## src/rtl/inst_fetch_queue.sv

```systemverilog
// Instruction fetch front end: fetch PC, req/ack memory handshake, DEPTH-entry
// instruction FIFO with a registered head presented to decode, and redirect flush.
module inst_fetch_queue #(
  parameter int          DEPTH    = 4,
  parameter logic [31:0] RESET_PC = 32'h0000_0000
) (
  input  logic                     clk,
  input  logic                     clr,
  output logic                     imem_req,
  output logic [31:0]              imem_addr,
  input  logic                     imem_ack,
  input  logic [31:0]              imem_data,
  input  logic                     redirect,
  input  logic [31:0]              redirect_pc,
  output logic                     inst_valid,
  output logic [31:0]              inst,
  output logic [31:0]              inst_pc,
  output logic [31:0]              inst_pc4,
  input  logic                     inst_ready,
  output logic [$clog2(DEPTH):0]   count
);

  localparam int PW = $clog2(DEPTH);
  localparam int CW = PW + 1;
  localparam logic [CW-1:0] DEPTH_C = CW'(DEPTH);

  localparam logic [1:0] S_IDLE  = 2'd0;
  localparam logic [1:0] S_WAIT  = 2'd1;
  localparam logic [1:0] S_DRAIN = 2'd2;

  logic [1:0]    state_q, state_d;
  logic [31:0]   fetch_pc_q, fetch_pc_d;
  logic [31:0]   addr_q, addr_d;
  logic [PW-1:0] rd_ptr_q, rd_ptr_d;
  logic [PW-1:0] wr_ptr_q, wr_ptr_d;
  logic [CW-1:0] count_q, count_d;
  logic          valid_q, valid_d;
  logic [31:0]   inst_q, inst_pc_q;

  logic [31:0]   mem_data [DEPTH];
  logic [31:0]   mem_pc   [DEPTH];

  logic          push, pop;
  logic [CW-1:0] level_after_pop;
  logic [31:0]   redir_addr, next_addr;

  assign redir_addr      = redirect_pc & ~32'h3;
  assign next_addr       = addr_q + 32'd4;
  assign pop             = valid_q & inst_ready & ~redirect;
  assign push            = (state_q == S_WAIT) & imem_ack & ~redirect;
  assign level_after_pop = count_q - CW'(pop);

  // Room is judged on the occupancy after this cycle's pop, so the request
  // about to go out always has a free slot waiting for it.
  always_comb begin
    state_d    = state_q;
    fetch_pc_d = fetch_pc_q;
    addr_d     = addr_q;
    case (state_q)
      S_IDLE: begin
        if (redirect) begin
          fetch_pc_d = redir_addr;
          addr_d     = redir_addr;
          state_d    = S_WAIT;
        end else if (level_after_pop < DEPTH_C) begin
          addr_d  = fetch_pc_q;
          state_d = S_WAIT;
        end
      end
      S_WAIT: begin
        if (redirect) begin
          fetch_pc_d = redir_addr;
          state_d    = imem_ack ? S_IDLE : S_DRAIN;
        end else if (imem_ack) begin
          fetch_pc_d = next_addr;
          if (level_after_pop + CW'(1) < DEPTH_C) begin
            addr_d = next_addr;
          end else begin
            state_d = S_IDLE;
          end
        end
      end
      S_DRAIN: begin
        if (redirect) fetch_pc_d = redir_addr;
        if (imem_ack) state_d = S_IDLE;
      end
      default: state_d = S_IDLE;
    endcase
  end

  // The head register only becomes valid once its entry was written on an
  // earlier edge, giving one cycle from ack to inst_valid.
  always_comb begin
    rd_ptr_d = rd_ptr_q + PW'(pop);
    wr_ptr_d = wr_ptr_q + PW'(push);
    count_d  = count_q + CW'(push) - CW'(pop);
    if (redirect) begin
      rd_ptr_d = wr_ptr_q;
      wr_ptr_d = wr_ptr_q;
      count_d  = '0;
    end
    valid_d = (count_d != '0) && !(push && (rd_ptr_d == wr_ptr_q));
  end

  always_ff @(posedge clk) begin
    if (push) begin
      mem_data[wr_ptr_q] <= imem_data;
      mem_pc[wr_ptr_q]   <= addr_q;
    end
  end

  always_ff @(posedge clk) begin
    if (clr) begin
      state_q    <= S_IDLE;
      fetch_pc_q <= RESET_PC;
      addr_q     <= RESET_PC;
      rd_ptr_q   <= '0;
      wr_ptr_q   <= '0;
      count_q    <= '0;
      valid_q    <= 1'b0;
      inst_q     <= '0;
      inst_pc_q  <= '0;
    end else begin
      state_q    <= state_d;
      fetch_pc_q <= fetch_pc_d;
      addr_q     <= addr_d;
      rd_ptr_q   <= rd_ptr_d;
      wr_ptr_q   <= wr_ptr_d;
      count_q    <= count_d;
      valid_q    <= valid_d;
      if (valid_d) begin
        inst_q    <= mem_data[rd_ptr_d];
        inst_pc_q <= mem_pc[rd_ptr_d];
      end
    end
  end

  assign imem_req   = (state_q == S_WAIT) || (state_q == S_DRAIN);
  assign imem_addr  = addr_q;
  assign inst_valid = valid_q;
  assign inst       = inst_q;
  assign inst_pc    = inst_pc_q;
  assign inst_pc4   = inst_pc_q + 32'd4;
  assign count      = count_q;

endmodule

```

## config.mk

```make
export PLATFORM = sky130hd
export DESIGN_NAME = inst_fetch_queue
export DESIGN_NICKNAME = d
export VERILOG_FILES = /design/src/rtl/inst_fetch_queue.sv
export SDC_FILE = /design/constraint.sdc
export NUM_CORES = 1
export LEC_CHECK = 0
export CORE_MARGIN = 1
export CORE_UTILIZATION = 60
export CTS_CLUSTER_SIZE = 24
export DETAILED_ROUTE_END_ITERATION = 8
export GPL_ROUTABILITY_DRIVEN = 0
export GPL_TIMING_DRIVEN = 0
export PLACE_DENSITY_LB_ADDON = 0.1
export SYNTH_ARGS = -nofsm -noshare
export SYNTH_HDL_FRONTEND = slang
export SYNTH_SLANG_ARGS = --single-unit
```

## constraint.sdc

```tcl
create_clock -name clk -period 9.5 [get_ports clk]
set_input_delay 1.425 -clock clk [delete_from_list [all_inputs] [get_ports clk]]
set_output_delay 1.425 -clock clk [all_outputs]
set_load 0.01 [all_outputs]
```

==> impl_metrics.ini <==
[logic_synthesis]
synthTopCellsByArea = edfxtp_1 46%, dfxtp_1 16%, mux4_2 8.6%, mux2i_1 5.1%, nor2_1 2.5%
yosysWarningCount = 0
synth_seq_cells = 394
syn_inst = 1223
ys_seq_area_share_pct = 62.3
synth_area_um2 = 16800
ys_types = 73
netlist.area_leader.share_pct = 45.9
synth_edf_count = 256
syn_area_per_cell_um2 = 13.7
synth_largest_area_cell = edfxtp_1
syn_nets = 1302
synth_ff_type = edfxtp_1
ys_async_sr_fraction_pct = 0

[sta]
worst_slack_ns = 4.38
drv_slew = 0
period_needed_ns = 5.12
setup_violations = 0
rsz0062_at_grt = no
timing.final.crit_share_pct = 53.9
finalSetupTns_ns = 0
whs_ns = 0.453
hold_viol_final = 0
slew_headroom_pct = 26.2
worst_pin_slew_ns = 1.10
fin_skew_ns = 0.0133
max_freq_ghz = 0.195

[drt]
drc_errors = 0
vias_per_cell = 6.18
wl_per_cell_um = 22.5
ant_nets = 0
wl_um = 42300
vias = 11604
firstDrtPassIters = 8
drt_iter0_drc = 1140

[run]
cap_violations = 0

[die]
die_height_um = 169
die_x_um = 169
die_area_um2 = 28600
initial_utilization_pct = 61.7
ios = 202
rows = 60
core-area_um2 = 27200

[grt]
first_global_vias = 11545
globalRouteTotalUtil_pct = 30.0
grt_overflow_total = 0
antenna_found_initial = 0
grt_pass1_wl_um = 64900
grt_max_degree = 59

[cells_and_area]
post_route_cells_drive_above_1_share_pct = 12.8
area_growth_pct = 23.2
num_antenna_cells = 0
fillers = 1743
nets = 1553
fin_util_pct = 76.0
finalNonFillerCells = 1877

[cts]
cts_buffers = 39
ctsHtreeMaxLevel = 2
root_buffer = clkbuf_16
cts_resized = 0
cts_setup_buffers = 0
hold_buffers = 0
clock_latency_ns = 0.53
clkSlewWorstSetupHoldPaths_ns = 0.06
clock-sinks = 394
cts_tree = done
cts.path.max_buffers = 3

[hold_path]
min_path_type = flop to flop

[worst_setup_path]
worstSetupPathType = flop to output pin
arrival_ns = 3.69
cp-start-kind = flop
cp.required_ns = 8.08
cp_max_fo = 6
end_kind = output pin

[power]
cellLeakagePower_nw = 7.50
pwr_density_cell_nw_per_um2 = 195
ir_drop_uv = 155

[outcome]
run_status = complete, no violations

[place]
pre_cts_slack_ns = 4.44
portBuffers = 198
hpwlAfterDp_um = 29500
dp.cells = 1805
-- metrics by stage --
stage,power [W],instance area [µm²]
6_report,0.00403,20700
5_1_grt,0.00414,20700
4_1_cts,0.00403,20700
3_5_place_dp,0.00258,19400
3_3_place_gp,0.00256,19200
2_1_floorplan,0.00232,16800
-- registers in the layout (all words and copies together) (netlist names), 3 cells and up --
| signal | count |
|---|---|
| mem_pc | 128 |
| inst | 32 |
| mem_data | 128 |
| fetch_pc_q | 32 |
| count | 3 |
| imem_addr | 32 |
| inst_pc | 32 |
-- cell usage after synthesis (all sizes together), types with 25 or more instances --
library cell    n
a21oi          39
buf            41
clkbuf         39
dfxtp         138
edfxtp        256
mux2i          88
mux4           64
nand2          66
nand3          50
nor2          112
nor3           25
xnor2          38
-- area by class of cell --
cell class	instances	area (µm²)	area share (%)
well taps	372	465	2.25
flip-flops and latches	394	10500	50.6
clock buffers	56	1070	5.19
inverters	21	78.8	0.382
multi-input cells	728	5900	28.6
clock inverters	16	139	0.672
repair buffers	210	2190	10.6
plain buffers	80	360	1.74
-- layer usage --
metal	up-vias	share of wire [%]	GRT usage, %
li1	5199	-	-
met1	5642	38	39.1
met2	640	49	49.8
met3	123	9.4	5.83
met4	0	3.6	12.4
met5	-	0	0
-- logic make-up (layout without fill, tap and decap cells) --
family          Yosys count  after routing  share of synthesized area, %
flops                   394            394                          62.3
simple gates            340            340                          9.99
compound gates          165            165                          7.03
mux                     159            159                          14.4
buf+inv                 101            383                          2.62
xor+xnor                 54             54                          2.82
fa+ha+maj                10             10                         0.791
-- final timing paths --
path              slack [ns]     startpoint             to  depth (start not counted)
setup reg to reg        5.64     state_q[1]       inst[11]                         16
hold reg to reg         0.45  fetch_pc_q[8]  fetch_pc_q[8]                          2
hold / removal          0.45  fetch_pc_q[8]  fetch_pc_q[8]                          2
setup / recovery        4.38     inst_pc[2]   inst_pc4[30]                          7
-- power breakdown --
part           internal [W]  switching (W)
Combinational      0.000247       0.000298
Clock              0.000842       0.000627
Sequential          0.00191       0.000102
Total               0.00300        0.00103
-- layout by cell type (no fill, tap or decap), types with 9 or more instances in the layout --
cell type        netlist  layout
clkdlybuf4s50_1        0     198
dfxtp_1              138     138
xnor2_1               38      38
mux2i_1               86      86
clkbuf_16              0      40
inv_1                 21      21
o221ai_1               9       9
xor2_1                16      16
o21ai_0               19      19
a31oi_1               11      11
nor2_1               111     109
nor2b_1               14      14
edfxtp_1             256     256
ha_1                   9       9
buf_2                 32      32
nand4_1               18      18
mux4_2                64      64
a21oi_1               39      39
nand3_1               50      50
a211oi_1              13      13
nor3_1                24      23
clkbuf_1              38      53
nand2_1               66      66
-- worst max-delay path, stage by stage, from the launching register on --
cell	delay [ns]
dfxtp_1	0.42
ha_1	0.22
nand3_1	0.17
or2_2	0.41
nor4_1	0.95
nand2_1	0.15
xnor2_1	0.28
clkdlybuf4s50_1	0.58
(Power assumes the default switching activity.)
